===== src/rtl/cdma_scheduler.sv =====
// Round-robin scheduler time-sharing one cdma gold-code spreader between NCH channels.
// Each grant loads the channel seed, spreads one data bit over CHIPS chips, then acks.
module cdma_scheduler #(
    parameter int NCH   = 4,
    parameter int CHIPS = 31,
    localparam int CW   = (NCH > 1) ? $clog2(NCH) : 1
) (
    input  logic             clk_i,
    input  logic             set_i,
    input  logic [NCH-1:0]   req_i,
    input  logic [NCH-1:0]   bit_i,
    input  logic [4*NCH-1:0] seed_i,
    output logic             gen_set_no,
    output logic [3:0]       gen_seed_o,
    output logic             gen_signal_o,
    input  logic             gen_cdma_i,
    output logic             chip_o,
    output logic             chip_valid_o,
    output logic [CW-1:0]    chan_o,
    output logic [NCH-1:0]   ack_o,
    output logic             err_o,
    output logic             busy_o
);

    typedef enum logic [1:0] {
        IDLE = 2'd0,
        LOAD = 2'd1,
        RUN  = 2'd2,
        DONE = 2'd3
    } state_t;

    localparam logic [7:0]     CNT_LAST = 8'(CHIPS - 1);
    localparam logic [NCH-1:0] ONE_HOT0 = {{(NCH-1){1'b0}}, 1'b1};

    state_t         state_r, next_s;
    logic [CW-1:0]  ptr_r, chan_r, grant_s, hi_g_s, lo_g_s, ptr_nx_s, chan_nx_s;
    logic [7:0]     cnt_r, cnt_nx_s;
    logic [3:0]     seed_r, seed_nx_s;
    logic           signal_r, signal_nx_s;
    logic           set_no_r, set_no_nx_s;
    logic           valid_r, valid_nx_s;
    logic           err_r, err_nx_s;
    logic           busy_r, busy_nx_s;
    logic [NCH-1:0] ack_r, ack_nx_s;
    logic [NCH-1:0] req_m_s;
    logic           hi_hit_s, found_s, take_s;

    // Arbitration: first requester at or after ptr, wrapping; the channel being acked is masked.
    always_comb begin
        req_m_s  = req_i;
        hi_hit_s = 1'b0;
        hi_g_s   = {CW{1'b0}};
        lo_g_s   = {CW{1'b0}};
        if (state_r == DONE) begin
            req_m_s = req_i & ~(ONE_HOT0 << chan_r);
        end else begin
            req_m_s = req_i;
        end
        for (int c = NCH - 1; c >= 0; c--) begin
            if (req_m_s[c]) begin
                lo_g_s = CW'(c);
                if (CW'(c) >= ptr_r) begin
                    hi_hit_s = 1'b1;
                    hi_g_s   = CW'(c);
                end else begin
                    hi_hit_s = hi_hit_s;
                end
            end else begin
                lo_g_s = lo_g_s;
            end
        end
        found_s = |req_m_s;
        grant_s = hi_hit_s ? hi_g_s : lo_g_s;
    end

    // Next-state logic.
    always_comb begin
        next_s = state_r;
        case (state_r)
            IDLE:    next_s = found_s ? LOAD : IDLE;
            LOAD:    next_s = (seed_r == 4'h0) ? DONE : RUN;
            RUN:     next_s = (cnt_r == CNT_LAST) ? DONE : RUN;
            DONE:    next_s = found_s ? LOAD : IDLE;
            default: next_s = IDLE;
        endcase
    end

    // Next values of the latched grant and of every registered output.
    always_comb begin
        take_s      = found_s && ((state_r == IDLE) || (state_r == DONE));
        chan_nx_s   = take_s ? grant_s : chan_r;
        seed_nx_s   = take_s ? seed_i[{grant_s, 2'b00} +: 4] : seed_r;
        signal_nx_s = take_s ? bit_i[grant_s] : signal_r;
        cnt_nx_s    = (state_r == RUN) ? (cnt_r + 8'd1) : 8'd0;
        if (state_r == DONE) begin
            ptr_nx_s = (chan_r == CW'(NCH - 1)) ? {CW{1'b0}} : (chan_r + CW'(1));
        end else begin
            ptr_nx_s = ptr_r;
        end
        set_no_nx_s = (next_s != LOAD);
        valid_nx_s  = (next_s == RUN);
        ack_nx_s    = (next_s == DONE) ? (ONE_HOT0 << chan_r) : {NCH{1'b0}};
        // Only the LOAD->DONE path can see a zero seed; RUN is never entered with one.
        err_nx_s    = (next_s == DONE) && (seed_r == 4'h0);
        busy_nx_s   = (next_s != IDLE);
    end

    // State register.
    always_ff @(posedge clk_i or negedge set_i) begin
        if (!set_i) begin
            state_r <= IDLE;
        end else begin
            state_r <= next_s;
        end
    end

    // Grant latches, pointer, chip counter and output registers; reset holds the spreader in load.
    always_ff @(posedge clk_i or negedge set_i) begin
        if (!set_i) begin
            ptr_r    <= {CW{1'b0}};
            chan_r   <= {CW{1'b0}};
            cnt_r    <= 8'd0;
            seed_r   <= 4'h0;
            signal_r <= 1'b0;
            set_no_r <= 1'b0;
            valid_r  <= 1'b0;
            ack_r    <= {NCH{1'b0}};
            err_r    <= 1'b0;
            busy_r   <= 1'b0;
        end else begin
            ptr_r    <= ptr_nx_s;
            chan_r   <= chan_nx_s;
            cnt_r    <= cnt_nx_s;
            seed_r   <= seed_nx_s;
            signal_r <= signal_nx_s;
            set_no_r <= set_no_nx_s;
            valid_r  <= valid_nx_s;
            ack_r    <= ack_nx_s;
            err_r    <= err_nx_s;
            busy_r   <= busy_nx_s;
        end
    end

    assign gen_set_no   = set_no_r;
    assign gen_seed_o   = seed_r;
    assign gen_signal_o = signal_r;
    assign chip_valid_o = valid_r;
    assign chip_o       = gen_cdma_i & valid_r;
    assign chan_o       = chan_r;
    assign ack_o        = ack_r;
    assign err_o        = err_r;
    assign busy_o       = busy_r;

endmodule


===== config.mk =====
export PLATFORM = sky130hd
export DESIGN_NAME = cdma_scheduler
export DESIGN_NICKNAME = d
export VERILOG_FILES = /design/src/rtl/cdma_scheduler.sv
export SDC_FILE = /design/constraint.sdc
export NUM_CORES = 1
export LEC_CHECK = 0
export CORE_ASPECT_RATIO = 0.9
export CORE_MARGIN = 1.5
export CORE_UTILIZATION = 30
export CTS_CLUSTER_SIZE = 20
export DETAILED_ROUTE_END_ITERATION = 8
export PLACE_DENSITY = 0.61
export SKIP_CTS_REPAIR_TIMING = 1
export SLEW_MARGIN = 10
export SYNTH_ARGS = -nofsm -noshare
export SYNTH_HDL_FRONTEND = slang
export SYNTH_SLANG_ARGS = --single-unit

===== constraint.sdc =====
create_clock -name clk_i -period 2.8 [get_ports clk_i]
set_input_delay 0.7 -clock clk_i [delete_from_list [all_inputs] [get_ports clk_i]]
set_output_delay 0.7 -clock clk_i [all_outputs]
set_load 0.01 [all_outputs]

==> results of run 1 <==
## flip-flops by register name, indices dropped and copies added (netlist names)
register and cells:
gen_set_no 1, ptr_r 2, gen_seed_o 4, ack_o 4, gen_signal_o 1, cnt_r 8, chan_o 2, chip_valid_o 1
busy_o 1, state_r 2, err_o 1
## per-stage QoR
stage / worst slack [ps] / hold slack (ps) / power, mW / util
after detailed placement: 117 / 491 / 1.51 / 0.430
after global placement: 174 / 471 / 1.48 / 0.430
after floorplan: 666 / 404 / 1.16 / -
after CTS: 287 / 505 / 1.74 / 0.440
after global routing: 271 / 541 / 1.87 / 0.440
final: 296 / 500 / 1.71 / 0.440
## where the power goes
| part | total (mW) | switching (mW) | internal [mW] |
|---|---|---|---|
| clock network | 0.220 | 0.120 | 0.0997 |
| registers | 0.616 | 0.106 | 0.510 |
| logic | 0.878 | 0.422 | 0.456 |
| total | 1.71 | 0.649 | 1.07 |
## final timing paths
| check | startpoint | endpoint | slack, ps |
|---|---|---|---|
| max | gen_cdma_i | chip_o | 300 |
| min | cnt_r[0]$_DFF_PN0_ | cnt_r[0]$_DFF_PN0_ | 500 |
| max reg2reg | chan_o[0]$_DFFE_PN0P_ | gen_signal_o$_DFFE_PN0P_ | 530 |
| min reg2reg | cnt_r[0]$_DFF_PN0_ | cnt_r[0]$_DFF_PN0_ | 500 |
| max in group asynchronous | set_i | cnt_r[1]$_DFF_PN0_ | 1740 |
| min in group asynchronous | set_i | gen_seed_o[1]$_DFFE_PN0P_ | 800 |
## routing by layer
layer | routed length [µm] | share of wire
met1 | 1460 | 0.47
met2 | 1460 | 0.48
met3 | 157 | 0.051
met4 | 0 | 0
met5 | 0 | 0
## critical path, stage by stage
cell and delay [ps]:
clkdlybuf4s50_1 460, and2_1 120, clkdlybuf4s50_1 530
## final cells by class
| class | instances | share of cell area |
|---|---|---|
| flip-flops and latches | 27 | 0.340 |
| repair buffers | 44 | 0.219 |
| clock inverters | 1 | 0.00252 |
| well taps | 62 | 0.0390 |
| multi-input cells | 95 | 0.367 |
| clock buffers | 3 | 0.0208 |
| inverters | 6 | 0.0113 |
## kinds of logic (layout without fill, tap and decap cells)
| kind of cell | after synthesis | in the layout | synth area share |
|---|---|---|---|
| AND/OR/NAND/NOR | 46 | 46 | 0.179 |
| AO/OA/AOI/OAI | 29 | 29 | 0.172 |
| flip-flops | 27 | 27 | 0.472 |
| adder cells (fa/ha/maj) | 9 | 9 | 0.0786 |
| multiplexers | 7 | 7 | 0.0550 |
| buffers and inverters | 7 | 54 | 0.0192 |
| XOR/XNOR | 4 | 4 | 0.0245 |
## synthesized netlist by cell type
cell type  instances
o32ai_1            1
and3_1             6
or2_1              2
inv_1              6
a21boi_1           1
nor2_1             5
ha_1               9
o221a_1            5
nand2_1            8
mux2_2             2
nor4_1             1
a21boi_2           1
o21ai_1            1
o21ai_0            4
a21boi_0           2
buf_2              1
a21bo_1            2
nand2_4            1
nand2b_1           2
a211o_1            5
a21o_2             1
nor3_1             2
nor2b_1            2
o21bai_4           1
a21oi_1            1
o22ai_1            1
a31oi_1            2
mux2_1             5
xor2_1             1
dfrtp_1           27
and2_1            10
or4b_1             1
a211oi_1           1
xnor2_1            3
nand3_1            4
or3_1              2
## layout by cell type, fill, tap and decap left out, types with 2 or more instances in the layout
master	netlist	layout
clkbuf_8	0	3
o21ai_0	4	4
clkdlybuf4s50_1	0	42
a31oi_1	2	2
a21bo_1	2	2
mux2_2	2	2
inv_1	6	6
and2_1	10	10
nand2b_1	2	2
nor2_1	5	5
nor3_1	2	2
dfrtp_1	27	27
a211o_1	5	5
buf_4	0	2
ha_1	9	9
a21boi_0	2	2
nand2_1	8	8
and3_1	6	6
or3_1	2	2
or2_1	2	2
mux2_1	5	5
xnor2_1	3	3
o221a_1	5	5
nand3_1	4	4
nor2b_1	2	2
==> impl_metrics.env, run 1 <==
export IMPL_status="finished, final reports clean"
export IMPL_dp_hpwl_mm=2.45
export IMPL_gp_congestion=0.868
export IMPL_dpl_cell_area_mm2=0.00194
export IMPL_synth_seq_cells=27
export IMPL_grtUsageMet2=0.230
export IMPL_insertion_delay_ps=270
export IMPL_dr_pass1_iters=4
export IMPL_grt_max_degree=28
export IMPL_cts_tree="built"
export IMPL_cts_root_buf="clkbuf_8"
export IMPL_die_height_um=68.6
export IMPL_multi_input_area_um2=729
export IMPL_drv_cap=0
export IMPL_layoutNonFillerInstCount=238
export IMPL_drtIter0Drc=36
export IMPL_grt_usage=0.134
export IMPL_stdcell_area_mm2=0.00199
export IMPL_worst_setup_path_start_kind="input port"
export IMPL_synth_net_count=165
export IMPL_hold_path_depth=1
export IMPL_grt_overflow=0
export IMPL_grt_setup_unrepaired="false"
export IMPL_drive_gt1_frac=0.0682
export IMPL_diodes=0
export IMPL_worst_slew_pin_slew_ps=424
export IMPL_wl_per_cell_um=12.9
export IMPL_period_minus_slack_ps=2500
export IMPL_skew_ps=3.17
export IMPL_fp_dieW_um=75.8
export IMPL_core_rowCount=23
export IMPL_critPathArrivalTime_ps=1800
export IMPL_vdd_ir_drop_max_v=0.000362
export IMPL_grt_pass1_vias=1169
export IMPL_synthTopCellsByArea="dfrtp_1 (47%), ha_1 (7.9%), and2_1 (4.4%)"
export IMPL_use_met1=0.172
export IMPL_max_freq_mhz=399
export IMPL_max_slew_margin=0.715
export IMPL_setup_violations=0
export IMPL_clk_pin_slew_ps=90
export IMPL_viasPerCell=4.78
export IMPL_leakage_nw=0.854
export IMPL_die_area_mm2=0.00520
export IMPL_yosys_area_top_type="dfrtp_1"
export IMPL_via_count=1137
export IMPL_worst_ep_required_time_ps=2100
export IMPL_seq_area_frac_synth=0.472
export IMPL_grt_pass1_wl_mm=5.29
export IMPL_drtAntennaViolNets=0
export IMPL_port_buffers=42
export IMPL_synth_cells=129
export IMPL_wirelength_mm=3.08
export IMPL_design_core_area_mm2=0.00452
export IMPL_fin_crit_sh=0.894
export IMPL_grtUsageMet3=0.0392
export IMPL_slew_viol_final=0
export IMPL_powerDensity_mw_per_mm2=863
export IMPL_hp_class="reg2reg"
export IMPL_hold_viol=0
export IMPL_worst_path_max_fanout=1
export IMPL_reg2reg_depth=8
export IMPL_register_area_um2=676
export IMPL_layout_nets=213
export IMPL_ios=43
export IMPL_num_fill_cells=447
export IMPL_area_delta_synth_final_pct=38.7
export IMPL_cts_sinks=27
export IMPL_worstSetupPathType="in2out"
export IMPL_netlist_area_mm2=0.00143
export IMPL_grt_busiest_layer="met2"
export IMPL_cp_end_kind="output pin"
export IMPL_start_util=0.317
export IMPL_synth_top_area_frac=0.472
export IMPL_synthDistinctLibCells=36
export IMPL_antenna_found_initial=0
export IMPL_dp_cells=234
export IMPL_syn_area_per_cell_um2=11.1
export IMPL_cts_max_level=1
export IMPL_cts_path_max_buffers=2
export IMPL_yosysWarnings=0
export IMPL_setup_tns_ps=0
export IMPL_cts_buffers=3
export IMPL_drcViolationCount=0
(Power assumes the default switching activity.)
==> run 2: changes to the inputs <==
SKIP_LAST_GASP = 1   (was default)
SLEW_MARGIN = 20   (was 10)
==> results of run 2 <==
Same layout as run 1: the final DEF is identical, and so are final timing and power.
